===== src/rtl/control_sequencer_if.sv =====
// Control bus between the hard-wired sequencer and the 16-bit datapath.
// The sequencer owns the master side: it observes run/IROut and drives the control word.
interface control_sequencer_if;
  logic        run;
  logic [15:0] ir_out;

  // Combinational control word, decoded from the registered state and IROut
  logic [2:0]  rf_out_a_sel_c;
  logic [2:0]  rf_out_b_sel_c;
  logic [2:0]  rf_fun_sel_c;
  logic [3:0]  rf_reg_sel_c;
  logic [3:0]  rf_scr_sel_c;
  logic [4:0]  alu_fun_sel_c;
  logic        alu_wf_c;
  logic [1:0]  arf_out_c_sel_c;
  logic [1:0]  arf_out_d_sel_c;
  logic [2:0]  arf_fun_sel_c;
  logic [2:0]  arf_reg_sel_c;
  logic        ir_lh_c;
  logic        ir_write_c;
  logic        mem_wr_c;
  logic        mem_cs_c;
  logic [1:0]  mux_a_sel_c;
  logic [1:0]  mux_b_sel_c;
  logic        mux_c_sel_c;

  // Registered status
  logic [2:0]  t;
  logic        halted;
  logic [15:0] instr_count;

  modport master (
    input  run, ir_out,
    output rf_out_a_sel_c, rf_out_b_sel_c, rf_fun_sel_c, rf_reg_sel_c, rf_scr_sel_c,
           alu_fun_sel_c, alu_wf_c, arf_out_c_sel_c, arf_out_d_sel_c, arf_fun_sel_c,
           arf_reg_sel_c, ir_lh_c, ir_write_c, mem_wr_c, mem_cs_c, mux_a_sel_c,
           mux_b_sel_c, mux_c_sel_c, t, halted, instr_count
  );

  modport slave (
    output run, ir_out,
    input  rf_out_a_sel_c, rf_out_b_sel_c, rf_fun_sel_c, rf_reg_sel_c, rf_scr_sel_c,
           alu_fun_sel_c, alu_wf_c, arf_out_c_sel_c, arf_out_d_sel_c, arf_fun_sel_c,
           arf_reg_sel_c, ir_lh_c, ir_write_c, mem_wr_c, mem_cs_c, mux_a_sel_c,
           mux_b_sel_c, mux_c_sel_c, t, halted, instr_count
  );
endinterface


===== src/rtl/control_sequencer.sv =====
// Hard-wired fetch/execute sequencer: two fetch cycles load IR from M[PC], one execute
// cycle decodes a 5-instruction subset (BRA, LD, ST, MOVL, HLT) into the datapath control word.
module control_sequencer (
  input  logic                 clk,
  input  logic                 rst_n,
  control_sequencer_if.master  bus
);

  localparam int unsigned CNT_W = 16;
  localparam int unsigned OP_W  = 6;

  localparam logic [2:0] RF_LOAD   = 3'b010;
  localparam logic [2:0] ARF_LOAD  = 3'b010;
  localparam logic [2:0] ARF_INC   = 3'b001;
  localparam logic [4:0] ALU_PASSA = 5'b10000;

  localparam logic [OP_W-1:0] OP_BRA  = 6'h00;
  localparam logic [OP_W-1:0] OP_LD   = 6'h01;
  localparam logic [OP_W-1:0] OP_ST   = 6'h02;
  localparam logic [OP_W-1:0] OP_MOVL = 6'h03;
  localparam logic [OP_W-1:0] OP_HLT  = 6'h3F;

  localparam logic [2:0] ARF_SEL_PC = 3'b100;
  localparam logic [1:0] ARF_RD_AR  = 2'b10;
  localparam logic [1:0] MUX_MEM    = 2'b10;
  localparam logic [1:0] MUX_IR_LO  = 2'b11;

  typedef enum logic [2:0] {
    S_IDLE = 3'd0,
    S_F0   = 3'd1,
    S_F1   = 3'd2,
    S_EX   = 3'd3,
    S_HALT = 3'd4
  } state_t;

  state_t             state;
  state_t             state_d;
  logic [2:0]         t_q;
  logic               halted_q;
  logic [CNT_W-1:0]   instr_count_q;

  logic [15:0]        ir;
  logic [OP_W-1:0]    op;
  logic [1:0]         rx;
  logic [3:0]         rx_onehot;
  logic               unused_ir_lo;

  assign ir        = bus.ir_out;
  assign op        = ir[15:10];
  assign rx        = ir[9:8];
  // R1 is the MSB of the RF write-enable vector
  assign rx_onehot = 4'(4'b1000 >> rx);
  // Low IR byte feeds the datapath muxes directly, never this decoder
  assign unused_ir_lo = ^ir[7:0];

  // Next-state: Run is sampled only in IDLE and at the end of EX
  always_comb begin
    state_d = state;
    case (state)
      S_IDLE:  state_d = bus.run ? S_F0 : S_IDLE;
      S_F0:    state_d = S_F1;
      S_F1:    state_d = S_EX;
      S_EX: begin
        if (op == OP_HLT)  state_d = S_HALT;
        else if (bus.run)  state_d = S_F0;
        else               state_d = S_IDLE;
      end
      S_HALT:  state_d = S_HALT;
      default: state_d = S_IDLE;
    endcase
  end

  // State plus registered status; T and Halted reflect the state being entered
  always_ff @(posedge clk or negedge rst_n) begin
    if (!rst_n) begin
      state         <= S_IDLE;
      t_q           <= 3'b000;
      halted_q      <= 1'b0;
      instr_count_q <= '0;
    end else begin
      state    <= state_d;
      halted_q <= (state_d == S_HALT);
      case (state_d)
        S_F0:    t_q <= 3'b001;
        S_F1:    t_q <= 3'b010;
        S_EX:    t_q <= 3'b100;
        default: t_q <= 3'b000;
      endcase
      if (state == S_EX) begin
        instr_count_q <= instr_count_q + CNT_W'(1);
      end
    end
  end

  assign bus.t           = t_q;
  assign bus.halted      = halted_q;
  assign bus.instr_count = instr_count_q;

  // Control word decode; idle word first so unlisted outputs stay quiet
  always_comb begin
    bus.rf_out_a_sel_c  = 3'b000;
    bus.rf_out_b_sel_c  = 3'b000;
    bus.rf_fun_sel_c    = 3'b000;
    bus.rf_reg_sel_c    = 4'b0000;
    bus.rf_scr_sel_c    = 4'b0000;
    bus.alu_fun_sel_c   = 5'b00000;
    bus.alu_wf_c        = 1'b0;
    bus.arf_out_c_sel_c = 2'b00;
    bus.arf_out_d_sel_c = 2'b00;
    bus.arf_fun_sel_c   = 3'b000;
    bus.arf_reg_sel_c   = 3'b000;
    bus.ir_lh_c         = 1'b0;
    bus.ir_write_c      = 1'b0;
    bus.mem_wr_c        = 1'b0;
    bus.mem_cs_c        = 1'b1;
    bus.mux_a_sel_c     = 2'b00;
    bus.mux_b_sel_c     = 2'b00;
    bus.mux_c_sel_c     = 1'b0;

    case (state)
      S_F0, S_F1: begin
        // Read M[PC] into one IR half and bump PC in the same cycle
        bus.arf_out_d_sel_c = 2'b00;
        bus.mem_cs_c        = 1'b0;
        bus.mem_wr_c        = 1'b0;
        bus.ir_write_c      = 1'b1;
        bus.ir_lh_c         = (state == S_F1);
        bus.arf_reg_sel_c   = ARF_SEL_PC;
        bus.arf_fun_sel_c   = ARF_INC;
      end
      S_EX: begin
        case (op)
          OP_BRA: begin
            bus.mux_b_sel_c   = MUX_IR_LO;
            bus.arf_reg_sel_c = ARF_SEL_PC;
            bus.arf_fun_sel_c = ARF_LOAD;
          end
          OP_LD: begin
            bus.arf_out_d_sel_c = ARF_RD_AR;
            bus.mem_cs_c        = 1'b0;
            bus.mem_wr_c        = 1'b0;
            bus.mux_a_sel_c     = MUX_MEM;
            bus.rf_reg_sel_c    = rx_onehot;
            bus.rf_fun_sel_c    = RF_LOAD;
          end
          OP_ST: begin
            bus.rf_out_a_sel_c  = {1'b0, rx};
            bus.alu_fun_sel_c   = ALU_PASSA;
            bus.mux_c_sel_c     = 1'b0;
            bus.arf_out_d_sel_c = ARF_RD_AR;
            bus.mem_cs_c        = 1'b0;
            bus.mem_wr_c        = 1'b1;
          end
          OP_MOVL: begin
            bus.mux_a_sel_c  = MUX_IR_LO;
            bus.rf_reg_sel_c = rx_onehot;
            bus.rf_fun_sel_c = RF_LOAD;
          end
          default: ;
        endcase
      end
      default: ;
    endcase
  end

endmodule


===== src/flat_wrapper.sv =====
// flat-port wrapper written by rule: the top's interface ports become plain ports
module control_sequencer_flat 
  (clk, rst_n, bus_run, bus_ir_out, bus_rf_out_a_sel_c, bus_rf_out_b_sel_c, bus_rf_fun_sel_c, bus_rf_reg_sel_c, bus_rf_scr_sel_c, bus_alu_fun_sel_c, bus_alu_wf_c, bus_arf_out_c_sel_c, bus_arf_out_d_sel_c, bus_arf_fun_sel_c, bus_arf_reg_sel_c, bus_ir_lh_c, bus_ir_write_c, bus_mem_wr_c, bus_mem_cs_c, bus_mux_a_sel_c, bus_mux_b_sel_c, bus_mux_c_sel_c, bus_t, bus_halted, bus_instr_count);
  control_sequencer_if bus_i ();
  input  logic clk;
  input  logic rst_n;
  input wire logic [$bits(bus_i.run)-1:0] bus_run;
  input wire logic [$bits(bus_i.ir_out)-1:0] bus_ir_out;
  output wire logic [$bits(bus_i.rf_out_a_sel_c)-1:0] bus_rf_out_a_sel_c;
  output wire logic [$bits(bus_i.rf_out_b_sel_c)-1:0] bus_rf_out_b_sel_c;
  output wire logic [$bits(bus_i.rf_fun_sel_c)-1:0] bus_rf_fun_sel_c;
  output wire logic [$bits(bus_i.rf_reg_sel_c)-1:0] bus_rf_reg_sel_c;
  output wire logic [$bits(bus_i.rf_scr_sel_c)-1:0] bus_rf_scr_sel_c;
  output wire logic [$bits(bus_i.alu_fun_sel_c)-1:0] bus_alu_fun_sel_c;
  output wire logic [$bits(bus_i.alu_wf_c)-1:0] bus_alu_wf_c;
  output wire logic [$bits(bus_i.arf_out_c_sel_c)-1:0] bus_arf_out_c_sel_c;
  output wire logic [$bits(bus_i.arf_out_d_sel_c)-1:0] bus_arf_out_d_sel_c;
  output wire logic [$bits(bus_i.arf_fun_sel_c)-1:0] bus_arf_fun_sel_c;
  output wire logic [$bits(bus_i.arf_reg_sel_c)-1:0] bus_arf_reg_sel_c;
  output wire logic [$bits(bus_i.ir_lh_c)-1:0] bus_ir_lh_c;
  output wire logic [$bits(bus_i.ir_write_c)-1:0] bus_ir_write_c;
  output wire logic [$bits(bus_i.mem_wr_c)-1:0] bus_mem_wr_c;
  output wire logic [$bits(bus_i.mem_cs_c)-1:0] bus_mem_cs_c;
  output wire logic [$bits(bus_i.mux_a_sel_c)-1:0] bus_mux_a_sel_c;
  output wire logic [$bits(bus_i.mux_b_sel_c)-1:0] bus_mux_b_sel_c;
  output wire logic [$bits(bus_i.mux_c_sel_c)-1:0] bus_mux_c_sel_c;
  output wire logic [$bits(bus_i.t)-1:0] bus_t;
  output wire logic [$bits(bus_i.halted)-1:0] bus_halted;
  output wire logic [$bits(bus_i.instr_count)-1:0] bus_instr_count;
  assign bus_i.run = bus_run;
  assign bus_i.ir_out = bus_ir_out;
  assign bus_rf_out_a_sel_c = bus_i.rf_out_a_sel_c;
  assign bus_rf_out_b_sel_c = bus_i.rf_out_b_sel_c;
  assign bus_rf_fun_sel_c = bus_i.rf_fun_sel_c;
  assign bus_rf_reg_sel_c = bus_i.rf_reg_sel_c;
  assign bus_rf_scr_sel_c = bus_i.rf_scr_sel_c;
  assign bus_alu_fun_sel_c = bus_i.alu_fun_sel_c;
  assign bus_alu_wf_c = bus_i.alu_wf_c;
  assign bus_arf_out_c_sel_c = bus_i.arf_out_c_sel_c;
  assign bus_arf_out_d_sel_c = bus_i.arf_out_d_sel_c;
  assign bus_arf_fun_sel_c = bus_i.arf_fun_sel_c;
  assign bus_arf_reg_sel_c = bus_i.arf_reg_sel_c;
  assign bus_ir_lh_c = bus_i.ir_lh_c;
  assign bus_ir_write_c = bus_i.ir_write_c;
  assign bus_mem_wr_c = bus_i.mem_wr_c;
  assign bus_mem_cs_c = bus_i.mem_cs_c;
  assign bus_mux_a_sel_c = bus_i.mux_a_sel_c;
  assign bus_mux_b_sel_c = bus_i.mux_b_sel_c;
  assign bus_mux_c_sel_c = bus_i.mux_c_sel_c;
  assign bus_t = bus_i.t;
  assign bus_halted = bus_i.halted;
  assign bus_instr_count = bus_i.instr_count;
  control_sequencer u_core (.clk(clk), .rst_n(rst_n), .bus(bus_i));
endmodule

===== config.mk =====
export PLATFORM = sky130hd
export DESIGN_NAME = control_sequencer_flat
export DESIGN_NICKNAME = d
export VERILOG_FILES = /design/src/rtl/control_sequencer_if.sv /design/src/rtl/control_sequencer.sv /design/src/flat_wrapper.sv
export SDC_FILE = /design/constraint.sdc
export NUM_CORES = 1
export LEC_CHECK = 0
export CAP_MARGIN = 30
export CORE_UTILIZATION = 40
export CTS_CLUSTER_DIAMETER = 200
export DETAILED_ROUTE_END_ITERATION = 8
export PLACE_DENSITY = 0.95
export RECOVER_POWER = 25
export SLEW_MARGIN = 20
export SYNTH_ARGS = -nofsm -noshare
export SYNTH_HDL_FRONTEND = slang
export SYNTH_SLANG_ARGS = --single-unit

===== constraint.sdc =====
create_clock -name clk -period 4.69 [get_ports clk]
set_clock_uncertainty 0.15 [all_clocks]
set_input_delay 0.938 -clock clk [delete_from_list [all_inputs] [get_ports clk]]
set_output_delay 0.938 -clock clk [all_outputs]
set_load 0.01 [all_outputs]

==> results.toml <==
[place]
place.gp.congestion = 0.760
dp_cells = 223
dpl_cell_area_um2 = 1790
post-place-ws_ns = 0.504
hpwl_um = 2060
io_buffers = 50

[synthesis]
synth_cells = 136
synth_top_area_share_pct = 42.7
yosysMostFrequentCell = "buf_4"
synth_top_family_by_area = "simple AND/OR/NAND/NOR gates"
synth_area_leaders = "dfrtp_1, buf_4, xnor2_1"
synth_mux_area_share_pct = 0
synth_xor_area_share_pct = 11.0
synth_fa_ha_area_share_pct = 0.928
syn-cell-area_um2 = 1350
synth_edf_count = 0
synth_top_area_cell = "dfrtp_1"
synthTopCellsByCount = "buf_4, dfrtp_1, xnor2_1, nor2_1, nand2_1"
postSynthAreaPerCell_um2 = 9.92
synthFlopType = "dfrtp_1"
synthArstFlopShare_pct = 100
ys_ff_latch = 23
ys_seq_area_share_pct = 42.7
synth_warnings = 0
synth_compound_area_share_pct = 3.34
synthDistinctLibCells = 31
synth-simple-area-share_pct = 25.2

[timing]
fin_crit_sh_pct = 89.0
setup_ws_ns = 0.516
whs_ns = 0.328
rsz0062_at_grt = "false"
tightest_slew_ns = 0.656
max_freq_mhz = 240
slew_headroom_pct = 56.3
setup_viol = 0
hold_violations = 0
fin_setup_tns_ns = 0
finalMaxSlewViolations = 0
layout_min_cycle_time_ns = 4.17

[global_route]
grt_pass1_wl_um = 4050
grt_pass1_vias = 939
antenna_found_initial = 0
gr-total-overflow = 0
globalRouteTotalUtil_pct = 15.1
grt_max_degree = 14

[drt]
viasPerCell = 4.59
drc = 0
drtIter0Drc = 19
via_count = 1042
wire_per_inst_um = 11.3
dr.pass1.iters = 4
drt-total-wl_um = 2570
postRouteAntennaNets = 0

[setup_path]
crit_path_max_incr_delay_ns = 0.54
cp_cell_sequence = "clkdlybuf4s50_1, or4_4, or2_4, nor3b_4, and2_1, clkdlybuf4s50_1"
ff2ff_path_depth = 4
critPathTopFamily = "simple AND/OR/NAND/NOR gates"
worstPathArrival_ns = 3.09
worst_ep_required_time_ns = 3.60
cp-start-kind = "input pin"
cp.depth = 6
crit_path_frequent_cell = "clkdlybuf4s50_1"
cp_max_fo = 5
crit_buf_inv = 2
critPathKind = "input pin to primary output"
end_kind = "primary output"
slowest_stage = "or4_4"

[worst_hold_path]
hold_depth = 1
hold_class = "flop to flop"

[cts]
post_cts_resized = 0
cts_tree = "done"
hold_buffers = 0
insertion_delay_ns = 0.31
root_buffer = "clkbuf_4"
cts_buffers = 3
clkSlewWorstSetupHoldPaths_ns = 0.12
cts_buffer_depth = 2
cts_sinks = 23
ctsHtreeMaxLevel = 1
postCtsSetupRepairBufs = 0

[pwr]
power_frac_comb_pct = 46.7
p_switching_uw = 263
power.internal_uw = 468
power_uw = 731
p_per_area_nw_per_um2 = 409
pwr-share-clk_pct = 12.3
pwr-share-seq_pct = 40.9
ir_drop_uv = 274
sw_frac_of_total_pct = 36.0
p_leak_nw = 0.769

[finish]
num_antenna_cells = 0
stdcell_area_um2 = 1790
multi_input_area_um2 = 617
seq_area_um2 = 576
layout.nets = 204
area_growth_pct = 32.7
final_core_util_pct = 57.2
layout-drive-gt1-share_pct = 3.28
filler_cell_count = 301
fin_cells = 227

[run]
cap_viol_max_count = 0

[die]
die_x_um = 60.1
start_util_pct = 43.1
die_h_um = 60.1
dieArea_um2 = 3610
pin_count = 81
rows = 20
core-area_um2 = 3130

[status]
outcome = "completed"
cells in the final DEF (no fill, tap or decap), drive strengths merged, types with 3 or more instances in the layout:
cell / instances
xnor2: 14
nand4: 6
conb: 22
and3b: 3
nor3: 4
and2: 4
clkbuf: 5
nor2: 11
clkdlybuf4s50: 49
nor3b: 4
inv: 3
dfrtp: 23
nand2: 10
xor2: 3
flip-flops by register name (all words and copies together), names as in the netlist:
name,count
u_core.state,3
u_core.bus.halted,1
u_core.bus.instr_count,16
u_core.bus.t,3
cells by family after synthesis:
group                    Yosys count
buffers and inverters             32
adder cells (fa/ha/maj)            1
AO/OA/AOI/OAI                      6
flip-flops                        23
AND/OR/NAND/NOR                   56
XOR/XNOR                          17
other                              1
cell type report:
class                   instances  area share (%)
inverters                       3           0.629
repair buffers                 51            28.2
multi-input cells             102            34.5
clock buffers                   4            1.47
well taps                      44            3.08
flip-flops and latches         23            32.2
routing by layer:
metal,GRT usage (%),share of wire (%),up-vias
li1,-,-,499
met1,16.4,40,489
met3,3.46,8.0,5
met2,27.3,50,49
met5,0,0,-
met4,7.64,1.8,0
power groups by stage:
stage / Sequential [mW] / Clock [mW] / Combinational [mW]
2_1_floorplan: 0.293 / 0 / 0.201
3_3_place_gp: 0.303 / 0 / 0.341
3_5_place_dp: 0.308 / 0 / 0.353
4_1_cts: 0.304 / 0.0914 / 0.354
5_1_grt: 0.307 / 0.103 / 0.374
6_report: 0.299 / 0.0901 / 0.342
path summary, 6_finish.rpt:
path                                             from                          to  slack [ns]
max                                    bus_ir_out[12]       bus_rf_out_a_sel_c[0]        0.52
min                        u_core.bus.instr_count[15]  u_core.bus.instr_count[15]        0.33
max reg2reg                           u_core.state[2]  u_core.bus.instr_count[15]        2.72
min reg2reg                u_core.bus.instr_count[15]  u_core.bus.instr_count[15]        0.33
max in group asynchronous                       rst_n   u_core.bus.instr_count[4]        2.61
min in group asynchronous                       rst_n   u_core.bus.instr_count[0]        0.85
Power figures use the tool's default switching activity.
